$ cat config.mk
export PLATFORM = sky130hd
export DESIGN_NAME = aes_state_loader_flat
export DESIGN_NICKNAME = d
export VERILOG_FILES = /design/src/rtl/aes_state_loader_if.sv /design/src/rtl/aes_state_loader.sv /design/src/flat_wrapper.sv
export SDC_FILE = /design/constraint.sdc
export NUM_CORES = 1
export LEC_CHECK = 0
export CAP_MARGIN = 40
export CELL_PAD_IN_SITES_DETAIL_PLACEMENT = 0
export CELL_PAD_IN_SITES_GLOBAL_PLACEMENT = 1
export CORE_MARGIN = 5
export CORE_UTILIZATION = 47
export CTS_CLUSTER_SIZE = 30
export DETAILED_ROUTE_END_ITERATION = 16
export PLACE_DENSITY = 0.82
export SYNTH_ARGS = -nofsm -noshare
export SYNTH_HDL_FRONTEND = slang
export SYNTH_SLANG_ARGS = --single-unit
$ cat constraint.sdc
create_clock -name CLK -period 3.2 [get_ports CLK]
set_input_delay 0.96 -clock CLK [delete_from_list [all_inputs] [get_ports CLK]]
set_output_delay 0.96 -clock CLK [all_outputs]
set_load 0.02 [all_outputs]
$ cat src/rtl/aes_state_loader_if.sv
// Word-stream and block handshake bundle for the AES state loader.
interface aes_state_loader_if #(
  parameter int NW = 4
);
  logic        word_valid;
  logic        word_ready;
  logic [31:0] word_data;
  logic        blk_valid;
  logic        blk_ready;
  logic        load_en;
  logic [31:0] state_o [NW];

  modport master (
    output word_valid, word_data, blk_ready,
    input  word_ready, blk_valid, load_en, state_o
  );

  modport slave (
    input  word_valid, word_data, blk_ready,
    output word_ready, blk_valid, load_en, state_o
  );
endinterface

$ cat src/rtl/aes_state_loader.sv
// AES input staging: packs 32-bit words into a double-buffered state block.
// Optional macro AES_LOADER_BSWAP_EN byte-reverses each accepted word.
module aes_state_loader #(
  parameter int NUM_WORDS = 4,
  parameter int CNT_W     = 16
) (
  input  logic             CLK,
  input  logic             CLR_N,
  input  logic             flush,
  aes_state_loader_if.slave bus,
  output logic [CNT_W-1:0] blk_count,
  output logic             busy
);

  localparam int IW = $clog2(NUM_WORDS);
  localparam logic [IW-1:0] LAST = IW'(NUM_WORDS - 1);

  typedef enum logic {FILL, FULL} state_e;

  state_e           state_q, state_d;
  logic [IW-1:0]    idx_q, idx_d;
  logic [31:0]      asm_q [NUM_WORDS];
  logic [31:0]      asm_d [NUM_WORDS];
  logic [31:0]      out_q [NUM_WORDS];
  logic [31:0]      out_d [NUM_WORDS];
  logic             vld_q, vld_d;
  logic [CNT_W-1:0] cnt_q, cnt_d;

  logic        w_hs;
  logic        slot_free;
  logic [31:0] wdat;

`ifdef AES_LOADER_BSWAP_EN
  assign wdat = {bus.word_data[7:0],   bus.word_data[15:8],
                 bus.word_data[23:16], bus.word_data[31:24]};
`else
  assign wdat = bus.word_data;
`endif

  // Ready is forced low while reset is held, independent of the clock.
  assign bus.word_ready = CLR_N && (state_q == FILL) && !flush;
  assign bus.load_en    = vld_q && bus.blk_ready;
  assign bus.blk_valid  = vld_q;
  assign bus.state_o    = out_q;
  assign blk_count      = cnt_q;
  assign busy = vld_q || (state_q == FULL) || (idx_q != '0);

  assign w_hs      = bus.word_valid && bus.word_ready;
  assign slot_free = !vld_q || bus.load_en;

  always_comb begin
    state_d = state_q;
    idx_d   = idx_q;
    asm_d   = asm_q;
    out_d   = out_q;
    vld_d   = vld_q;
    cnt_d   = cnt_q;

    if (bus.load_en) begin
      vld_d = 1'b0;
      cnt_d = cnt_q + 1'b1;
    end

    unique case (state_q)
      FILL: begin
        if (flush) begin
          idx_d = '0;
        end else if (w_hs) begin
          asm_d[idx_q] = wdat;
          if (idx_q == LAST) begin
            idx_d = '0;
            if (slot_free) begin
              for (int i = 0; i < NUM_WORDS; i++)
                out_d[i] = (i == NUM_WORDS - 1) ? wdat : asm_q[i];
              vld_d = 1'b1;
            end else begin
              state_d = FULL;
            end
          end else begin
            idx_d = idx_q + 1'b1;
          end
        end
      end
      FULL: begin
        // Flush drops the parked block; an output handshake still completes.
        if (flush) begin
          state_d = FILL;
        end else if (bus.load_en) begin
          out_d   = asm_q;
          vld_d   = 1'b1;
          state_d = FILL;
        end
      end
      default: state_d = FILL;
    endcase
  end

  always_ff @(posedge CLK or negedge CLR_N) begin
    if (!CLR_N) begin
      state_q <= FILL;
      idx_q   <= '0;
      asm_q   <= '{default: '0};
      out_q   <= '{default: '0};
      vld_q   <= 1'b0;
      cnt_q   <= '0;
    end else begin
      state_q <= state_d;
      idx_q   <= idx_d;
      asm_q   <= asm_d;
      out_q   <= out_d;
      vld_q   <= vld_d;
      cnt_q   <= cnt_d;
    end
  end

endmodule

$ cat src/flat_wrapper.sv
// flat-port wrapper written by rule: the top's interface ports become plain ports
module aes_state_loader_flat 
#(
  parameter int NUM_WORDS = 4,
  parameter int CNT_W     = 16
)
  (CLK, CLR_N, flush, blk_count, busy, bus_word_valid, bus_word_data, bus_blk_ready, bus_word_ready, bus_blk_valid, bus_load_en, bus_state_o);
  aes_state_loader_if bus_i ();
  input  logic CLK;
  input  logic CLR_N;
  input  logic flush;
  output logic [CNT_W-1:0] blk_count;
  output logic busy;
  input wire logic [$bits(bus_i.word_valid)-1:0] bus_word_valid;
  input wire logic [$bits(bus_i.word_data)-1:0] bus_word_data;
  input wire logic [$bits(bus_i.blk_ready)-1:0] bus_blk_ready;
  output wire logic [$bits(bus_i.word_ready)-1:0] bus_word_ready;
  output wire logic [$bits(bus_i.blk_valid)-1:0] bus_blk_valid;
  output wire logic [$bits(bus_i.load_en)-1:0] bus_load_en;
  output wire logic [$bits(bus_i.state_o)-1:0] bus_state_o;
  assign bus_i.word_valid = bus_word_valid;
  assign bus_i.word_data = bus_word_data;
  assign bus_i.blk_ready = bus_blk_ready;
  assign bus_word_ready = bus_i.word_ready;
  assign bus_blk_valid = bus_i.blk_valid;
  assign bus_load_en = bus_i.load_en;
  assign bus_state_o = {>>{bus_i.state_o}};
  aes_state_loader #(.NUM_WORDS(NUM_WORDS), .CNT_W(CNT_W)) u_core (.CLK(CLK), .CLR_N(CLR_N), .flush(flush), .bus(bus_i), .blk_count(blk_count), .busy(busy));
endmodule
# After elaboration in Yosys (flattened, before gate mapping)
# Index checks and enable logic that the tools add are counted.
# word_totals
regBits	276
input_bits	37
elab_cells	69
# classes
n_addsub	2
magnitude_cmp	2
eq_ne	7
mux	28
n_bitwise	3
reduce_logical	15
# op_table
op	count
$mux 128	6
$pmux 128 s2	1
$bwmux 128	1
$demux 32 s2	1
$mux 32	1
$add 16x1->16 const B	1
$mux 1	13
$mux 2	3
$ne 2x1->1 const B	3
$ne 2x2->1 const B	3
$reduce_and 6->1	1
$logic_and 1x1->1	5
$pmux 1 s2	2
$reduce_bool 2->1	2
$ge 3x3->1 const B	1
$logic_or 1x1->1	3
$lt 3x1->1 const B	1
$not 2->3	1
$reduce_and 3->1	1
$add 2x1->2 const B	1
$eq 2x2->1 const B	1
$logic_not 1->1	2
$not 1->1	2
$reduce_and 2->1	1

# Depth between registers and ports, before layout
# logic_depth
word_depth	7
depth_mapped	7

# Worst setup path before layout
# No wires, ideal clock.
# synth_timing
path_type	input to output
startpoint	input flush
endpoint	output bus_word_ready
arrival_ns	1.487
required_ns	2.240
path_slack_ns	0.753
path_stages	1
path_buffers	0
path_cell_list	nor3b_1
# synth_via
elab_chain_cells	2
# synth_rtl
item	line	rtl
start: declaration	flat_wrapper.sv:11	input logic flush;
$logic_not 1->1	aes_state_loader.sv:41	assign bus.word_ready = CLR_N && (state_q == FILL) && !flush;
$logic_and 1x1->1	aes_state_loader.sv:41	
end: declaration	flat_wrapper.sv:17	output wire logic [$bits(bus_i.word_ready)-1:0] bus_word_ready;
# Every way passes these cells.

# Worst setup path after layout
# layout_timing
startpoint	input bus_blk_ready
endpoint	output bus_load_en
# layout_via
elab_chain_cells	1
# layout_rtl
item	line	rtl
start: declaration	flat_wrapper.sv:16	input wire logic [$bits(bus_i.blk_ready)-1:0] bus_blk_ready;
$logic_and 1x1->1	aes_state_loader.sv:42	assign bus.load_en = vld_q && bus.blk_ready;
end: declaration	flat_wrapper.sv:19	output wire logic [$bits(bus_i.load_en)-1:0] bus_load_en;
# Every way passes these cells.

==> results.ini <==
[outcome]
status=finished clean

[clocking]
cts-root-buf=clkbuf_16
clock_path_buffers=3
clkTransAtPathRegs_ns=0.06
cts-buffers-inserted=28
htree_levels=1
clk_latency_ns=0.52
holdBufCountCts=0
cts.sinks=276
cts_tree=yes

[power_and_ir_drop]
irDropWorstVdd_v=0.000400
p_switching_mw=1.75
pwr-share-seq_pct=51.3
pwr-share-comb_pct=8.7
leakagePower_nw=6.63
pwr-share-clk_pct=40.0
p_int_mw=6.01
power.density_nw_per_um2=557
sw_frac_of_total_pct=22.6

[setup_path]
cpMostUsedCell=clkdlybuf4s50_1
worstPathArrival_ns=2.18
worstSetupEndpointType=primary output
worstSetupPathType=primary input to primary output
reg2reg_slack_ns=0.59
rr_worst_depth=6
r2r_end=u_core.bus.state_o[101]
timing.rr.start=u_core.state_q
worstPathMaxFanout=2
max_stage_delay_ns=0.61
required_ns=2.24
crit_chain=clkdlybuf4s50_1 > and2_1 > clkdlybuf4s50_1
start_kind=primary input
critPathSlowestCell=clkdlybuf4s50_1
critPathBufInv=2
critPathTopFamily=buffers and inverters

[synth]
netlist_area_um2=10700
ys_warn_count=0
synth-seq-cells=276
yosys.area.top_type_share_pct=64.4
synth_cell_types=29
syn_inst=699
yosysTopAreaCell=dfrtp_1
yosysSeqAreaShare_pct=64.4
synth.area.top_cells=dfrtp_1 64%, mux2_2 18%, mux2_1 5.9%
syn_avg_cell_area_um2=15.4
synth_nets=742

[routing]
drt-initial-drc-count=172
detail-route-antenna-nets=0
vias=6249
dr.pass1.iters=3
drcViolationCount=0
wire_per_inst_um=19.4
avgViaCountPerCell=5.18
drt-total-wl_um=23400

[final_layout]
ff_latch_area_um2=6910
diodes=0
n_fill_cell=1737
multi_input_area_um2=3610
fin_cells=1207
final_cell_mix=275 x dfrtp_1, 182 x clkdlybuf4s50_1, 169 x mux2_2, 56 x mux2_1, 40 x nand2_1
nets=945
layout_commonest_cell=dfrtp_1
drive_gt1_share_pct=26.5
area_growth_pct=29.9

[hold_path]
hold_class=flip-flop to flip-flop
whs_endpoint=u_core.blk_count[15]
hp-start=u_core.blk_count[15]
holdPathStages=1

[timing]
drv_slew=0
worst-slew-pin-transition_ns=0.671
hold_viol_final=0
period_minus_slack_ns=3.14
slew_headroom_pct=55.3
rsz0062_at_grt=false
clock_skew_ns=0.00914
fmax_ghz=0.318
layout_setup_ws_ns=0.0556
setup_viol=0
finalCritPeriodShare_pct=98.3

[floorplanning]
die_area_um2=26000
rows=55
pin_count=185
die_x_um=161
die_h_um=161
core-area_um2=22600
start_util_pct=47.5

[global_routing]
grt_pass1_vias=6991
antenna_found_initial=0
overflow=0
grt_pass1_wl_um=38800
grt_max_degree=129
groute.usage.overall_pct=18.2

[place]
dp_hpwl_um=16000
port_buffers=184
place_inst=1157
gp_congestion=0.745
dp_slack_ns=0.0172

[flow_run]
drv_cap=0

[worst max path at each step]
stage	startpoint	to	depth (start not counted)
CTS	flush	bus_word_ready	3
global route	bus_blk_ready	bus_load_en	3
detailed placement	flush	bus_word_ready	3
finish	bus_blk_ready	bus_load_en	3
global placement	flush	bus_word_ready	3
floorplan	flush	bus_word_ready	1
[synthesized netlist by cell type]
| library cell | n |
|---|---|
| and4_1 | 3 |
| nand4_1 | 3 |
| buf_2 | 21 |
| a22o_1 | 3 |
| and2_1 | 3 |
| clkbuf_1 | 5 |
| a21oi_1 | 1 |
| mux2_1 | 56 |
| o21bai_1 | 1 |
| xnor2_1 | 12 |
| nand3_1 | 6 |
| ha_1 | 6 |
| buf_4 | 2 |
| buf_1 | 1 |
| and3_1 | 1 |
| nor2_1 | 4 |
| and4bb_1 | 1 |
| nand2_1 | 44 |
| mux2_2 | 169 |
| a31oi_4 | 1 |
| nor3b_1 | 1 |
| and4b_1 | 1 |
| dfrtp_1 | 276 |
| xor2_1 | 3 |
| nand2b_1 | 2 |
| buf_6 | 6 |
| o21ai_0 | 32 |
| inv_1 | 3 |
| mux2i_1 | 32 |
[flip-flops by register name, indices dropped and copies added, names as in the netlist, named ones only]
name / count
u_core.asm_q: 128
u_core.bus.state_o: 128
u_core.blk_count: 16
u_core.idx_q: 2
u_core.state_q: 1
[layout make-up]
class / count / share of cell area, %
Timing Repair Buffer: 208 / 15.5
Sequential cell: 276 / 49.5
Multi-Input combinational cell: 385 / 25.9
Tap cell: 285 / 2.56
Clock buffer: 42 / 6.06
Inverter: 3 / 0.0808
Clock inverter: 8 / 0.332
[power by group through the flow]
stage,Sequential [mW],Clock (mW),Combinational (mW)
after floorplan,4.04,0,0.323
after global placement,4.02,0,0.651
after detailed placement,4.05,0,0.686
after CTS,3.99,3.18,0.691
after global routing,4.02,3.33,0.745
final,3.98,3.11,0.673
[cells by family (layout without fill, tap and decap cells)]
| family | Yosys count | in the layout | share of synthesized area [%] |
|---|---|---|---|
| fa+ha+maj | 6 | 6 | 0.700 |
| flops | 276 | 276 | 64.4 |
| mux | 257 | 257 | 26.6 |
| buf+inv | 38 | 261 | 2.06 |
| xor+xnor | 15 | 15 | 1.22 |
| compound gates | 38 | 38 | 2.05 |
| simple gates | 69 | 69 | 3.01 |
[metal layers]
| metal | vias up | wire, µm | track usage, % |
|---|---|---|---|
| met4 | 0 | 422 | 4.07 |
| met3 | 37 | 1480 | 4.82 |
| li1 | 2852 | - | - |
| met2 | 139 | 11200 | 30.1 |
| met5 | - | 0 | 0 |
| met1 | 3221 | 10300 | 24.5 |
[timing repair]
item / in CTS / in global routing
endpoints found under the hold margin: 0 / 0
gates resized for setup: 0 / 1
setup endpoints to repair: 0 / 1
setup buffers: 0 / 0
[through the flow]
stage          TNS, ns  hold slack, ns  power [mW]  cell area [µm²]  utilization [%]
2_1_floorplan        0           0.452        4.36            10700                -
3_3_place_gp   -0.0108           0.460        4.67            13000             57.6
3_5_place_dp         0           0.466        4.73            13000             57.8
4_1_cts              0           0.478        7.86            13900             61.8
5_1_grt              0           0.494        8.09            13900             61.8
6_report             0           0.473        7.77            13900             61.8
Power figures use the tool's default switching activity.
